[src/rtl/bram_pkg.sv]
// Shared definitions for the 16x8 block RAM and its read-and-accumulate controller:
// default widths, RAM depth and the controller FSM encoding.
`timescale 1ns/1ps
package bram_pkg;

  localparam int DEF_DATA_W = 8;
  localparam int DEF_ADDR_W = 4;
  localparam int DEPTH      = 2 ** DEF_ADDR_W;

  typedef enum logic [1:0] {
    IDLE  = 2'd0,
    ISSUE = 2'd1,
    DRAIN = 2'd2,
    DONE  = 2'd3
  } state_t;

endpackage

[src/rtl/bram_sum_reader.sv]
// Reads COUNT consecutive BRAM words starting at START_ADDR (wrapping modulo the depth),
// adds them into a running sum with a sticky carry flag, and pulses done when the total is final.
`timescale 1ns/1ps
module bram_sum_reader
  import bram_pkg::*;
#(
  parameter int DATA_W = DEF_DATA_W,
  parameter int ADDR_W = DEF_ADDR_W
) (
  input  logic              clk,
  input  logic              rst,
  input  logic              start,
  input  logic [ADDR_W-1:0] start_addr,
  input  logic [ADDR_W:0]   count,
  output logic              bram_en,
  output logic [ADDR_W-1:0] bram_addr,
  input  logic [DATA_W-1:0] bram_rdata,
  output logic              busy,
  output logic              done,
  output logic [DATA_W-1:0] sum,
  output logic              c_out
);

  localparam logic [ADDR_W-1:0] ADDR_ONE = {{(ADDR_W-1){1'b0}}, 1'b1};
  localparam logic [ADDR_W:0]   REM_ZERO = {(ADDR_W+1){1'b0}};
  localparam logic [ADDR_W:0]   REM_ONE  = {{ADDR_W{1'b0}}, 1'b1};

  state_t            state_r;
  logic [ADDR_W:0]   rem_r;
  logic              rd_vld_r;
  logic [DATA_W:0]   acc_s;

  // Widened add of the returned word into the running sum; the top bit is the carry out
  always_comb begin
    acc_s = {1'b0, sum} + {1'b0, bram_rdata};
  end

  // Control FSM, address/remaining counters, read-valid stage and accumulator
  always_ff @(posedge clk or posedge rst) begin
    if (rst) begin
      state_r   <= IDLE;
      rem_r     <= REM_ZERO;
      rd_vld_r  <= 1'b0;
      bram_en   <= 1'b0;
      bram_addr <= {ADDR_W{1'b0}};
      busy      <= 1'b0;
      done      <= 1'b0;
      sum       <= {DATA_W{1'b0}};
      c_out     <= 1'b0;
    end else begin
      // Data returns one cycle after the BRAM samples an enabled address
      rd_vld_r <= bram_en;
      done     <= 1'b0;
      if (rd_vld_r) begin
        sum   <= acc_s[DATA_W-1:0];
        c_out <= c_out | acc_s[DATA_W];
      end
      case (state_r)
        IDLE: begin
          if (start) begin
            sum   <= {DATA_W{1'b0}};
            c_out <= 1'b0;
            busy  <= 1'b1;
            if (count != REM_ZERO) begin
              bram_en   <= 1'b1;
              bram_addr <= start_addr;
              rem_r     <= count - REM_ONE;
              state_r   <= ISSUE;
            end else begin
              done    <= 1'b1;
              state_r <= DONE;
            end
          end
        end
        ISSUE: begin
          // rem_r counts addresses still to issue after the one currently presented
          if (rem_r == REM_ZERO) begin
            bram_en <= 1'b0;
            state_r <= DRAIN;
          end else begin
            bram_addr <= bram_addr + ADDR_ONE;
            rem_r     <= rem_r - REM_ONE;
          end
        end
        DRAIN: begin
          done    <= 1'b1;
          state_r <= DONE;
        end
        DONE: begin
          busy    <= 1'b0;
          state_r <= IDLE;
        end
        default: begin
          bram_en <= 1'b0;
          busy    <= 1'b0;
          state_r <= IDLE;
        end
      endcase
    end
  end

endmodule
[config.mk]
export PLATFORM = sky130hd
export DESIGN_NAME = bram_sum_reader
export DESIGN_NICKNAME = d
export VERILOG_FILES = /design/src/rtl/bram_pkg.sv /design/src/rtl/bram_sum_reader.sv
export SDC_FILE = /design/constraint.sdc
export NUM_CORES = 1
export LEC_CHECK = 0
export CAP_MARGIN = 10
export CELL_PAD_IN_SITES_DETAIL_PLACEMENT = 2
export CELL_PAD_IN_SITES_GLOBAL_PLACEMENT = 2
export CORE_AREA = 3 3 81 83
export CTS_CLUSTER_SIZE = 25
export DETAILED_ROUTE_END_ITERATION = 12
export DIE_AREA = 0 0 84 86
export GPL_TIMING_DRIVEN = 0
export PLACE_DENSITY = 0.74
export SLEW_MARGIN = 25
export SYNTH_ARGS = -nofsm -noshare
export SYNTH_HDL_FRONTEND = slang
export SYNTH_SLANG_ARGS = --single-unit
export TNS_END_PERCENT = 10
[constraint.sdc]
create_clock -name clk -period 1.76 [get_ports clk]
set_input_delay 0.44 -clock clk [delete_from_list [all_inputs] [get_ports clk]]
set_output_delay 0.44 -clock clk [all_outputs]
set_load 0.01 [all_outputs]
# == Word level (Yosys, flattened, before mapping) ==
# Cells that the tools add are included.
# W data, S select, Z words.
# op_classes
add_sub_neg,4
n_eq_ne,7
muxes,27
n_bitwise,1
reduce_logical,9
# op_table
cell,n
$mux W8,3
$mux W5,3
$mux W4,3
$pmux W5 S2,1
$sub A5 B1 Y5 const B,2
$add A8 B8 Y9,1
$mux W1,9
$ne A2 B2 Y1 const B,4
$pmux W2 S4,1
$pmux W4 S2,1
$reduce_and A4 Y1,2
$mux W2,3
$pmux W1 S2,3
$logic_not A5 Y1,1
$reduce_bool A5 Y1,1
$add A4 B1 Y4 const B,1
$eq A2 B2 Y1 const B,2
$reduce_and A2 Y1,2
$reduce_bool A2 Y1,2
$eq A2 B1 Y1 const B,1
$logic_not A2 Y1,1
$or A1 B1 Y1,1
# totals
reg_bits,24
output_inout_bits,16
word_cells,57

# == Logic depth before layout (Yosys ltp) ==
# depth
ltp_word,5
mapped_depth,9
ltp_nobuf,8

# == Worst setup path after synthesis ==
# No wires, ideal clock.
# synth_timing
kind,in2reg
from,input port bram_rdata[0]
to,register c_out
arrival_time_ns,1.715
setup_slack_ns,-0.081
stages,7
path_cell_list,ha_1 fa_1 a21o_1 a21oi_1 o21ai_1 o21ai_0 a21oi_1
# synth_via
elab_chain_len,5
# synth_rtl
element,line,source
from (decl),bram_sum_reader.sv:17,"input logic [DATA_W-1:0] bram_rdata,"
$add A8 B8 Y9 (*),bram_sum_reader.sv:35,"acc_s = {1'b0, sum} + {1'b0, bram_rdata};"
$or A1 B1 Y1 (*),bram_sum_reader.sv:56,c_out <= c_out | acc_s[DATA_W];
$mux W1 (*),bram_sum_reader.sv:54,if (rd_vld_r) begin
$mux W1,bram_sum_reader.sv:60,if (start) begin
$mux W1 (*),bram_sum_reader.sv:58,case (state_r)
to (signal assigned),bram_sum_reader.sv:56,
to (decl),bram_sum_reader.sv:21,output logic c_out
# Every way passes the cells marked *; elsewhere a longest branch is shown, timed or not.
# A chain may end at the register's enable or synchronous reset.

# == Final worst setup path ==
# layout_timing
from,register state_r[1]
to,register rem_r[4]
# layout_via
elab_chain_len,3
elab_cells_between_ends,8
# layout_rtl
element,line,source
from (decl),bram_sum_reader.sv:28,state_t state_r;
from (signal assigned),bram_sum_reader.sv:41,state_r <= IDLE;
from (signal assigned),bram_sum_reader.sv:68,state_r <= ISSUE;
from (signal assigned),bram_sum_reader.sv:71,state_r <= DONE;
$eq A2 B1 Y1 or $logic_not A2 Y1 (tied branches),bram_sum_reader.sv:58,
$ne A2 B2 Y1 (no source line) or $reduce_bool A2 Y1 (tied branches),n/a,
$reduce_and A4 Y1 (no source line),n/a,
to (signal assigned),bram_sum_reader.sv:67,rem_r <= count - REM_ONE;
to (signal assigned),bram_sum_reader.sv:82,rem_r <= rem_r - REM_ONE;
to (decl),bram_sum_reader.sv:29,logic [ADDR_W:0] rem_r;
# Parallel ways exist; a longest one is shown, timed or not.

==> impl_metrics.ini <==
[status]
status = complete, but fails checks
violations = negative setup slack

[synth]
ys.flop_type = dfrtp_1
synth_top_family_by_area = compound AO/OA/AOI/OAI gates
synth-edff-count = 0
ys_seq_elements = 24
synth-simple-area-share_pct = 19.2
syn_area_mm2 = 0.00166
synthXorXnorAreaFrac_pct = 2.11
synth_cell_types = 48
netlist_instances = 175
ys_warn_count = 0
muxShareOfSynthArea_pct = 6.11
async_flop_share_pct = 100
synth_compound_area_share_pct = 20.8
mappedNetlistNets = 210
ys_seq_area_share_pct = 36.2
syn_area_per_cell_um2 = 9.48
synth-adder-area-share_pct = 11.8

[route]
routed_wl_um = 5120
wl_per_cell_um = 16.9
postRouteAntennaNets = 0
vias = 1560
first_pass_iters = 4
drc_errors = 0
drtIter0Drc = 34
vias_per_cell = 5.17

[final_layout]
antenna_cells = 0
fillers = 663
final_layout_size_suffix_gt1_share_pct = 26.4
final_cells = 302
area_growth_pct = 46.8
nets = 264
final_core_util_pct = 41.1
final_cell_area_mm2 = 0.00243

[power_and_ir_drop]
ir_worst_vdd_v = 0.000612
power_density_mw_per_mm2 = 1810
p_leak_nw = 1.05

[floorplan]
start_util_pct = 28.0
die-area_mm2 = 0.00722
core_mm2 = 0.00592
dieHeight_um = 86
rows = 28
io_pins = 36
die-width_um = 84

[critical_path]
r2r-end = rem_r[4]
slowest_delay_ps = 400
crit_path_start_kind = flop
crit_path_start = state_r[1]
r2r_slack_ps = -70
cp_max_fo = 5
crit_cells = 9
critPathTopFamily = flip-flops
reg2regPathDepth = 9
critPathCaptureType = flop
crit_top_cell = ha_4
crit_slowest_cell = dfrtp_1
cp-endpoint = rem_r[4]
critPathBufInv = 2
crit_type = flop to flop
required_ps = 1960
timing.rr.start = state_r[1]
crit_chain = inv_2 -> ha_4 -> buf_8 -> mux2i_4 -> ha_4 -> nand2_2 -> xor2_1 -> a22o_1 -> a21oi_2
arrival_ps = 2030

[placement]
io_buffer_count = 35
gp_congestion = 0.743
placed_cell_area_mm2 = 0.00211
dpl.cell_count = 285
dp_hpwl_um = 3520
place_ws_ps = -573

[clock_tree]
clockRootBuffer = clkbuf_8
cts_buffers = 3
htree_levels = 1
cts_sinks = 24
clock_path_buffers = 2
cts_hold_buf = 0
cts_tree = built
clk_pin_slew_ps = 90
clock_latency_ps = 270

[sta]
setup_violations = 6
drv_slew = 0
post-route-min-period_ps = 1830
maxSlewHeadroom_pct = 62.3
post-route-worst-setup-slack_ps = -71.3
tightest_slew_ps = 565
clock_skew_ps = 2.38
rsz0062_at_grt = yes
period_share_pct = 104
timing.final.hold_violations = 0
max_freq_mhz = 546

[grt]
antenna_found_initial = 0
first_global_vias = 1625
grt_max_degree = 25
grt_pass1_wl_um = 8050
overflow = 0
groute.usage.overall_pct = 13.8

[run]
cap_violations = 0

[worst_hold_path]
min_delay_path_depth = 0
hp-class = flop to flop
power by group:
group	switching [W]	total, W	internal [W]
clock	0.000185	0.000338	0.000153
sequential	0.000267	0.00109	0.000821
combinational	0.00141	0.00299	0.00158
total	0.00186	0.00441	0.00255
metal layers:
layer  GRT usage (%)  up-vias  wire length [µm]
li1                -      741                 -
met1            16.9      789              2220
met2            26.2       28              2720
met3            1.92        2               155
met4            2.19        0                19
met5               0        -                 0
registers in the layout (all words and copies together), names as in the netlist:
name       cells
bram_addr      4
bram_en        1
busy           1
c_out          1
done           1
rd_vld_r       1
rem_r          5
state_r        2
sum            8
through the flow:
step	total power, W	hold slack, ps	TNS, ps
floorplan	0.00263	454	-35.0
global placement	0.00339	452	-7190
detailed placement	0.00348	458	-7370
CTS	0.00421	479	-277
global route	0.00481	501	-983
finish	0.00441	473	-201
worst register-to-register path, delay by kind of cell (launching register included):
| family | cells | cell delay, ps |
|---|---|---|
| xor gates and xnor gates | 1 | 160 |
| buffers and inverters | 2 | 230 |
| AOI/OAI and AO/OA | 2 | 330 |
| adders and majority gates | 2 | 350 |
| DFF | 1 | 400 |
| and+or+nand+nor | 1 | 50 |
| muxes | 1 | 260 |
cell usage after synthesis, drive strengths merged (4+ instances only):
master	number	share of area, %
a21oi	11	4.0
dfrtp	24	36
ha	14	11
inv	8	1.8
mux2i	9	5.4
nand2	22	5.0
nand3	6	1.8
nor2	11	2.5
nor3	5	1.5
o211ai	4	2.1
o21ai	14	4.7
placed cells by master, fill, tap and decap left out, drive strengths merged, types with 2 or more instances in the layout:
master / synthesis / layout
buf: 3 / 17
ha: 14 / 14
o21ai: 14 / 14
xnor2: 3 / 3
nor2: 11 / 11
nand4b: 2 / 2
or3: 2 / 2
a31oi: 3 / 3
dlygate4sd2: 0 / 2
inv: 8 / 8
nor4b: 2 / 2
o22a: 3 / 3
a22o: 2 / 2
mux2i: 9 / 9
nand3: 6 / 6
nand3b: 2 / 2
nand2: 22 / 22
clkbuf: 2 / 5
dlymetal6s2s: 0 / 3
clkdlybuf4s50: 0 / 29
dfrtp: 24 / 24
nand2b: 2 / 2
o211ai: 4 / 4
nor3: 5 / 5
nor2b: 2 / 2
a21oi: 11 / 11
worst min-delay path by stage:
stage	startpoint	end	slack, ps
finish	bram_en	rd_vld_r	470
detailed placement	bram_en	rd_vld_r	460
global placement	bram_en	rd_vld_r	450
CTS	bram_en	rd_vld_r	480
global route	bram_en	rd_vld_r	500
floorplan	rst	bram_addr[0]	450
cell families after synthesis:
group                    count (synthesis)
flip-flops                              24
AND/OR/NAND/NOR                         61
buffers and inverters                   13
AO/OA/AOI/OAI                           48
adder cells (fa/ha/maj)                 15
XOR/XNOR                                 4
multiplexers                            10
what timing repair did:
item / 4_1_cts / 5_1_grt
resized for setup: 30 / 18
endpoints found under the setup margin: 15 / 17
pin swaps: 15 / 12
endpoints found under the hold margin: 0 / 0
setup buffers: 7 / 6
cloned: 1 / 0
cell type report:
class / instances / area [µm²] / area share (%)
Clock buffer: 3 / 41.3 / 1.70
Inverter: 8 / 30.0 / 1.23
Timing Repair Buffer: 49 / 468 / 19.2
Sequential cell: 24 / 601 / 24.7
Buffer: 5 / 40.0 / 1.64
Multi-Input combinational cell: 138 / 1160 / 47.7
Tap cell: 75 / 93.8 / 3.85
Note: power is estimated with default switching activity, not from simulation.
